$ cat src/rtl/melody_sequencer.sv
// melody_sequencer
//   Upstream stage of the music box tone generator. Walks a fixed song ROM
//   (Happy Birthday, one octave) and drives a one-hot note code plus a gate
//   for the tone generator's note selector. Each entry sounds for its
//   programmed number of tempo ticks and is followed by GAP_TICKS silent
//   ticks of articulation gap.
//
// Parameters
//   TICK_DIV  clk cycles per tempo tick (>= 2)
//   GAP_TICKS silent ticks after every entry (0 = no gap)
//   SONG_LEN  number of ROM entries played (1..32)
//
// Ports
//   clk      in   system clock
//   rst      in   asynchronous active-high reset
//   onoff    in   1 = play enabled, 0 = stop and rewind
//   pause    in   1 = freeze position and mute (PLAY/GAP only)
//   restart  in   single-cycle pulse, rewinds to entry 0 and plays
//   note     out  one-hot note: bit0 do .. bit6 si, 0 = silence
//   gate     out  1 while a note is sounding
//   index    out  current ROM entry
//   done     out  song finished
//
// Configuration macro
//   SEQ_LOOP_EN  when defined the song wraps to entry 0 after the last
//                entry and done never asserts.
//
// All outputs are registered: the output process computes the values the
// outputs take after the next edge from the next-state values.

module melody_sequencer #(
  parameter int TICK_DIV  = 1562500,
  parameter int GAP_TICKS = 1,
  parameter int SONG_LEN  = 25
) (
  input  logic       clk,
  input  logic       rst,
  input  logic       onoff,
  input  logic       pause,
  input  logic       restart,
  output logic [6:0] note,
  output logic       gate,
  output logic [4:0] index,
  output logic       done
);

  localparam int TICK_W = $clog2(TICK_DIV);
  localparam int GAP_W  = (GAP_TICKS > 0) ? $clog2(GAP_TICKS + 1) : 1;

  localparam logic [TICK_W-1:0] TICK_LAST = TICK_W'(TICK_DIV - 1);
  localparam logic [GAP_W-1:0]  GAP_LOAD  = GAP_W'(GAP_TICKS);
  localparam logic [4:0]        LAST_IDX  = 5'(SONG_LEN - 1);

  localparam logic [6:0] N_DO  = 7'b0000001;
  localparam logic [6:0] N_RE  = 7'b0000010;
  localparam logic [6:0] N_MI  = 7'b0000100;
  localparam logic [6:0] N_FA  = 7'b0001000;
  localparam logic [6:0] N_SOL = 7'b0010000;
  localparam logic [6:0] N_LA  = 7'b0100000;
  localparam logic [6:0] N_SI  = 7'b1000000;

  typedef enum logic [1:0] {
    IDLE = 2'd0,
    PLAY = 2'd1,
    GAP  = 2'd2,
    DONE = 2'd3
  } state_t;

  state_t            state;
  state_t            state_d;
  logic [TICK_W-1:0] tick_cnt;
  logic [TICK_W-1:0] tick_cnt_d;
  logic [3:0]        dur_cnt;
  logic [3:0]        dur_cnt_d;
  logic [GAP_W-1:0]  gap_cnt;
  logic [GAP_W-1:0]  gap_cnt_d;
  logic [4:0]        index_d;
  logic [6:0]        note_d;
  logic              gate_d;
  logic              done_d;
  logic              advance;
  logic              running;
  logic              tick;
  logic              frozen;

  // Song ROM: {note[6:0], duration[3:0]} in tempo ticks.
  function automatic logic [10:0] song_rom(input logic [4:0] i);
    case (i)
      5'd0:    song_rom = {N_SOL, 4'd3};
      5'd1:    song_rom = {N_SOL, 4'd1};
      5'd2:    song_rom = {N_LA,  4'd4};
      5'd3:    song_rom = {N_SOL, 4'd4};
      5'd4:    song_rom = {N_DO,  4'd4};
      5'd5:    song_rom = {N_SI,  4'd8};
      5'd6:    song_rom = {N_SOL, 4'd3};
      5'd7:    song_rom = {N_SOL, 4'd1};
      5'd8:    song_rom = {N_LA,  4'd4};
      5'd9:    song_rom = {N_SOL, 4'd4};
      5'd10:   song_rom = {N_RE,  4'd4};
      5'd11:   song_rom = {N_DO,  4'd8};
      5'd12:   song_rom = {N_SOL, 4'd3};
      5'd13:   song_rom = {N_SOL, 4'd1};
      5'd14:   song_rom = {N_SOL, 4'd4};
      5'd15:   song_rom = {N_MI,  4'd4};
      5'd16:   song_rom = {N_DO,  4'd4};
      5'd17:   song_rom = {N_SI,  4'd4};
      5'd18:   song_rom = {N_LA,  4'd4};
      5'd19:   song_rom = {N_FA,  4'd3};
      5'd20:   song_rom = {N_FA,  4'd1};
      5'd21:   song_rom = {N_MI,  4'd4};
      5'd22:   song_rom = {N_DO,  4'd4};
      5'd23:   song_rom = {N_RE,  4'd4};
      5'd24:   song_rom = {N_DO,  4'd8};
      default: song_rom = {7'b0,  4'd1};
    endcase
  endfunction

  // A stored duration of 0 still plays for one tick.
  function automatic logic [3:0] rom_dur(input logic [4:0] i);
    logic [10:0] e;
    e = song_rom(i);
    rom_dur = (e[3:0] == 4'd0) ? 4'd1 : e[3:0];
  endfunction

  function automatic logic [6:0] rom_note(input logic [4:0] i);
    logic [10:0] e;
    e = song_rom(i);
    rom_note = e[10:4];
  endfunction

  assign running = (state == PLAY) || (state == GAP);
  assign tick    = running && !pause && (tick_cnt == TICK_LAST);
  // Pause only holds when no higher-priority control moves the FSM.
  assign frozen  = onoff && !restart && pause && running;

  // State register
  always_ff @(posedge clk or posedge rst) begin
    if (rst) begin
      state    <= IDLE;
      tick_cnt <= '0;
      dur_cnt  <= '0;
      gap_cnt  <= '0;
      index    <= '0;
      note     <= '0;
      gate     <= 1'b0;
      done     <= 1'b0;
    end else begin
      state    <= state_d;
      tick_cnt <= tick_cnt_d;
      dur_cnt  <= dur_cnt_d;
      gap_cnt  <= gap_cnt_d;
      index    <= index_d;
      note     <= note_d;
      gate     <= gate_d;
      done     <= done_d;
    end
  end

  // Next-state logic
  always_comb begin
    state_d    = state;
    tick_cnt_d = tick_cnt;
    dur_cnt_d  = dur_cnt;
    gap_cnt_d  = gap_cnt;
    index_d    = index;
    advance    = 1'b0;

    if (!onoff) begin
      state_d    = IDLE;
      tick_cnt_d = '0;
      dur_cnt_d  = '0;
      gap_cnt_d  = '0;
      index_d    = '0;
    end else if (restart || (state == IDLE)) begin
      state_d    = PLAY;
      tick_cnt_d = '0;
      dur_cnt_d  = rom_dur(5'd0);
      gap_cnt_d  = '0;
      index_d    = '0;
    end else begin
      case (state)
        PLAY: begin
          if (!pause) begin
            tick_cnt_d = tick ? '0 : tick_cnt + 1'b1;
            if (tick) begin
              if (dur_cnt > 4'd1) begin
                dur_cnt_d = dur_cnt - 4'd1;
              end else if (GAP_TICKS > 0) begin
                state_d   = GAP;
                gap_cnt_d = GAP_LOAD;
              end else begin
                advance = 1'b1;
              end
            end
          end
        end
        GAP: begin
          if (!pause) begin
            tick_cnt_d = tick ? '0 : tick_cnt + 1'b1;
            if (tick) begin
              if (gap_cnt > GAP_W'(1)) gap_cnt_d = gap_cnt - 1'b1;
              else                     advance   = 1'b1;
            end
          end
        end
        default: ;  // DONE holds until onoff drops or restart
      endcase

      if (advance) begin
        tick_cnt_d = '0;
        if (index < LAST_IDX) begin
          state_d   = PLAY;
          index_d   = index + 5'd1;
          dur_cnt_d = rom_dur(index + 5'd1);
        end else begin
`ifdef SEQ_LOOP_EN
          state_d   = PLAY;
          index_d   = '0;
          dur_cnt_d = rom_dur(5'd0);
`else
          state_d   = DONE;
`endif
        end
      end
    end
  end

  // Output logic: values the registered outputs take after the next edge.
  always_comb begin
    note_d = '0;
    gate_d = 1'b0;
    done_d = 1'b0;
    if ((state_d == PLAY) && !frozen) begin
      note_d = rom_note(index_d);
      gate_d = 1'b1;
    end
    if (state_d == DONE) begin
      done_d = 1'b1;
    end
  end

endmodule

$ cat config.mk
export PLATFORM = sky130hd
export DESIGN_NAME = melody_sequencer
export DESIGN_NICKNAME = d
export VERILOG_FILES = /design/src/rtl/melody_sequencer.sv
export SDC_FILE = /design/constraint.sdc
export NUM_CORES = 1
export LEC_CHECK = 0
export BUFFER_PORTS_ARGS = -buffer_cell sky130_fd_sc_hd__buf_2
export CORE_UTILIZATION = 45
export CTS_CLUSTER_SIZE = 40
export DETAILED_ROUTE_END_ITERATION = 12
export MAX_ROUTING_LAYER = met4
export PLACE_DENSITY = 0.58
export SETUP_SLACK_MARGIN = 0.4
export SYNTH_ARGS = -nofsm -noshare
export SYNTH_HDL_FRONTEND = slang
export SYNTH_SLANG_ARGS = --single-unit
$ cat constraint.sdc
create_clock -name clk -period 8.5 [get_ports clk]
set_input_delay 1.275 -clock clk [delete_from_list [all_inputs] [get_ports clk]]
set_output_delay 1.275 -clock clk [all_outputs]
set_load 0.01 [all_outputs]
Yosys cells after proc, flatten, opt, wreduce, memory -nomap -nowiden. Memories as Yosys holds them, arrays and structs flattened. Cells that the tools add are included.

Flip-flop bits (word level): 42. Latch bits: 0. Bits in writable memories: 0. Memory bits (read-only): 704. Bits of input ports: 5. Output and inout bits: 14. Memories: 2.

Memories: (name not given) (words 32, bits a word 11, read ports 1, clocked after Yosys merged registers in 0, write ports 0, RTL line 88) `case (i)`; (name not given) (words 32, bits a word 11, read ports 1, clocked after Yosys merged registers in 0, write ports 0, RTL line 88).

Add/sub/neg operators: 4. Multiply operators: 0. Divide/modulo/power cells: 0. Order comparisons: 3. Eq/ne operators: 14. Shifts and indexed selects: 0. Muxes and demuxes: 49. Bitwise logic cells: 0. Reductions and logical operators: 16.

Operators with widths (count): 21-bit two-way mux (6); 4-bit two-way mux (13); 21-bit by 1-bit adder with 21-bit output (second input constant) (1); 21-bit == test (second input constant) (1); 5-bit two-way mux (4); 1-bit two-way mux (16); 2-bit two-way mux (8); 4-bit by 3-bit != test with 1-bit output (second input constant) (4); 4-bit by 2-bit != test with 1-bit output (second input constant) (3); 7-bit two-way mux (1); 7-bit AND reduction (1); 1-bit logical AND (6); 5-bit by 1-bit adder with 5-bit output (second input constant) (1); 5-bit less-than comparator (second input constant) (1); 2-bit by 1-bit == test with 1-bit output (second input constant) (2); 2-bit == test (second input constant) (2); 4-bit by 1-bit > comparator with 1-bit output (second input constant) (1); 4-bit zero test (1); 4-bit by 1-bit != test with 1-bit output (second input constant) (1); 4-bit != test (second input constant) (1); 4-bit by 1-bit subtractor with 4-bit output (second input constant) (1); 1-bit zero test (3); 2-bit zero test (1); 1-bit logical OR (2); other kinds (5) (5).

Longest topological paths before layout.
Depth after elaboration: 18. Gate-level depth with buffers: 10. Depth with buffers taken out: 10.

Least setup slack after synthesis. OpenSTA, ideal clock, no wires.

Path kind: input -> register. From: input port pause. To: register note[0]. Arrival time: 3.130 ns. Data required time: 8.404 ns. Path slack: 5.274 ns. Cell stages on the path: 6. Buffers on the path: 0. Cell sequence: or4bb_1 -> nor4_1 -> a21oi_1 -> nor4b_1 -> o21ai_0 -> a311oi_2.

Cells in the longest elaborated chain, start to end: 14. Elaborated cells between the ends (all ways): 24.

Ends and longest elaborated chain: from (decl) (RTL line 39) `input logic pause,`; branches (longest 13 deep; another with memory 32 x 11 bit); 7-bit two-way mux * (RTL line 233) `if ((state_d == PLAY) && !frozen) begin`; net note_d[0] (RTL line 78) `logic [6:0] note_d;`; to (signal assigned) (RTL line 153) `note <= note_d;`; to (decl) (RTL line 41) `output logic [6:0] note,`.

Mark *: on every way through the listed nets, which the timed path passes. The select of a mux whose other input is x is not followed. A chain may end at the register's enable or synchronous reset.

Final worst setup path. Ends and elaborated chain as after synthesis.

==> summary.md <==
| Metric | Value |
|---|---|
| Post-Syn Instances | 296 |
| R2r startpoint | tick_cnt[3]$_DFFE_PP0P_ |
| Core Region | 5570 sq um |
| TritonCTS clock tree | done |
| Endpoints failing hold | 0 |
| GRT overflow | 0 |
| Initial antenna violation count | 0 |
| Crit path kind | in2reg |
| Worst vdd ir | 73.9 uV |
| Clock Latency Late Sink | 0.29 ns |
| Routed wire per std cell | 15.0 microns |
| Number of cell rows | 27 |
| Post-Syn Area per Cell | 8.94 sq um |
| Dpl hpwl | 4210 microns |
| Die W | 78.7 microns |
| Pwr per Cell Area | 119 nW/um^2 |
| Commonest non-fill, non-tap cells in the layout | 41 x dfrtp_1, 35 x nor2_1, 22 x nand2_1 |
| Worst reg2reg setup slack | 5.45 ns |
| FILL cells | 561 |
| First-pass DRT Iterations | 4 |
| Routed wire length | 5800 microns |
| CTS Hold Bufs | 0 |
| Post-route ant nets | 0 |
| YS warnings | 0 |
| Fin crit period | 3.41 ns |
| Mapped Nets | 316 |
| Clock sink count | 41 |
| Worst Setup End Kind | flop |
| # setup viols final | 0 |
| Clk buf depth | 2 |
| Setup Buffers After CTS | 0 |
| Vias in the first global route | 2196 |
| Total power | 347 uW |
| FF-to-FF End | note[0]$_DFF_PP0_ |
| Nets | 336 |
| Post-synth EDFFs | 0 |
| Cell area after placement | 2810 sq um |
| DRC violations left | 0 |
| Unrepaired setup endpoints after global routing | no |
| Full die area | 6190 sq um |
| Status | finished, final reports clean |
| Worst Tran Pin Value | 0.678 ns |
| Layout Utilization | 52.1% |
| # resized after CTS | 0 |
| Synth unique cells | 54 |
| Post-Layout Inst Area | 2900 sq um |
| Startpoint types | primary input |
| Leak Pwr | 1.23 nW |
| Crit share post-route | 40.1% |
| Worst slew margin | 54.2% |
| Synthesis-stage register bit count | 41 |
| Via count | 2191 |
| Worst Hold Class | reg2reg |
| Total of max-cap violations | 0 |
| Iter 0 DRT Violations | 97 |
| Layout cells sized above 1 | 11.7% |
| Crit path to | note[0]$_DFF_PP0_ |
| Number of buffers added on ports | 18 |
| Sum Neg Setup Slack | 0 ns |
| Post-DR vias/cell | 5.65 |
| Initial core utilization | 47.5% |
| Fmax | 293 MHz |
| H-tree Lvls | 2 |
| Total GRT Usage | 21.7% |
| Clock transition at path regs | 0.08 ns |
| Num ports | 19 |
| Worst Setup SP | pause |
| N_diodes | 0 |
| Largest net degree at the start of global routing | 42 |
| CTS Root Cell | clkbuf_8 |
| Reg2reg path depth | 7 |
| Num CTS Buffers | 5 |
| Most common cell after layout, fill and taps aside | dfrtp_1 |
| Synth Flop Type | dfrtp_1 |
| First-pass GRT wire length | 10200 microns |
| Final Skew | 0.00538 ns |
| Cell Area, Synth | 2650 sq um |
| Final estimated routing congestion in global placement | 0.824 |
| Req. time, crit path | 8.70 ns |
| Slew Limit Fails | 0 |
| Syn-to-layout area delta | 9.64% |
| Asr flop ratio synth | 100% |
| Worst path arrival time | 3.61 ns |
| Crit Path Max Fanout | 5 |
| Die height | 78.7 microns |
| Sequential-to-total area share from yosys stat | 38.8% |
-- cell families (layout without fill, tap and decap cells) --
group                      Yosys count  count (layout)  share of synthesized area (%)
buffers and inverters               28              48                           3.97
xor gates and xnor gates            23              23                           7.61
and+or+nand+nor                    138             138                           28.5
DFF                                 41              41                           38.8
AOI/OAI and AO/OA                   46              46                           12.1
muxes                                5               5                           1.89
adders and majority gates           15              15                           7.09
-- final cells by class --
type,instances,area [sq um],share of cell area (%)
inverter,22,82.6,2.84
multi-input combinational,227,1520,52.2
clock inverter,1,7.51,0.259
timing repair buffer,19,97.6,3.36
sequential,41,1030,35.3
clock buffer,6,82.6,2.84
tap,72,90.1,3.10
-- state kept, by name, indices dropped and copies added (netlist names) --
| register | count |
|---|---|
| index | 5 |
| state | 2 |
| dur_cnt | 4 |
| gate | 1 |
| tick_cnt | 21 |
| note | 7 |
| done | 1 |
-- where the power goes --
group,internal [mW],switching (mW),total (mW)
Combinational,0.00556,0.0130,0.0185
Sequential,0.197,0.000990,0.198
Clock,0.0642,0.0663,0.130
-- worst min-delay path by stage --
stage / to / from / depth (start not counted) / slack (ns)
finish: tick_cnt[1]$_DFFE_PP0P_ / tick_cnt[1]$_DFFE_PP0P_ / 2 / 0.54
detailed placement: tick_cnt[20]$_DFFE_PP0P_ / tick_cnt[20]$_DFFE_PP0P_ / 2 / 0.54
global route: tick_cnt[20]$_DFFE_PP0P_ / tick_cnt[20]$_DFFE_PP0P_ / 2 / 0.58
global placement: tick_cnt[1]$_DFFE_PP0P_ / tick_cnt[1]$_DFFE_PP0P_ / 2 / 0.53
CTS: tick_cnt[1]$_DFFE_PP0P_ / tick_cnt[1]$_DFFE_PP0P_ / 2 / 0.55
floorplan: tick_cnt[20]$_DFFE_PP0P_ / tick_cnt[20]$_DFFE_PP0P_ / 2 / 0.51
-- through the flow --
stage	std cells	setup WS (ns)	hold WS, ns
floorplan	296	5.27	0.506
global placement	381	4.81	0.535
detailed placement	381	4.78	0.539
CTS	388	5.09	0.549
global route	388	4.87	0.581
finish	388	5.09	0.543
-- cell usage after synthesis, types with 2 or more instances --
library cell,n,share of area (%)
ha_1,15,7.1
o2111ai_1,4,1.3
xnor2_1,11,3.6
o21a_1,3,0.85
nor4_2,2,0.95
nand2_1,22,3.1
xor2_1,12,4.0
nand2b_1,8,1.9
a211o_1,2,0.66
o21ai_0,5,0.95
mux2i_1,5,1.9
a21boi_0,2,0.57
clkbuf_1,6,0.85
nor4_1,5,1.2
and3_1,3,0.71
a21oi_1,11,2.1
nor3_1,12,2.3
a211oi_1,4,1.1
and2_1,5,1.2
nand3_1,19,3.6
dfrtp_1,41,39
a31oi_1,5,1.2
or3_1,2,0.47
inv_1,20,2.8
nor2_1,35,5.0
nand4_1,9,2.1
-- layer usage --
metal / share of wire [%] / routed length [microns] / vias up / global-route usage [%]
met5: 0 / 0 / - / -
met4: 1.6 / 91 / 0 / 7.41
met3: 2.6 / 148 / 8 / 3.91
met2: 49 / 2820 / 30 / 35.8
met1: 47 / 2740 / 1062 / 26.7
li1: - / - / 1091 / -
-- worst max-delay path: stages --
cell and delay (ns):
buf_2 0.12, or4bb_1 0.52, nor4_1 0.40, a21oi_1 0.16, nor4b_1 0.62, o21ai_0 0.22
a311oi_2 0.29
No activity file was read; power rests on OpenSTA's default activity.
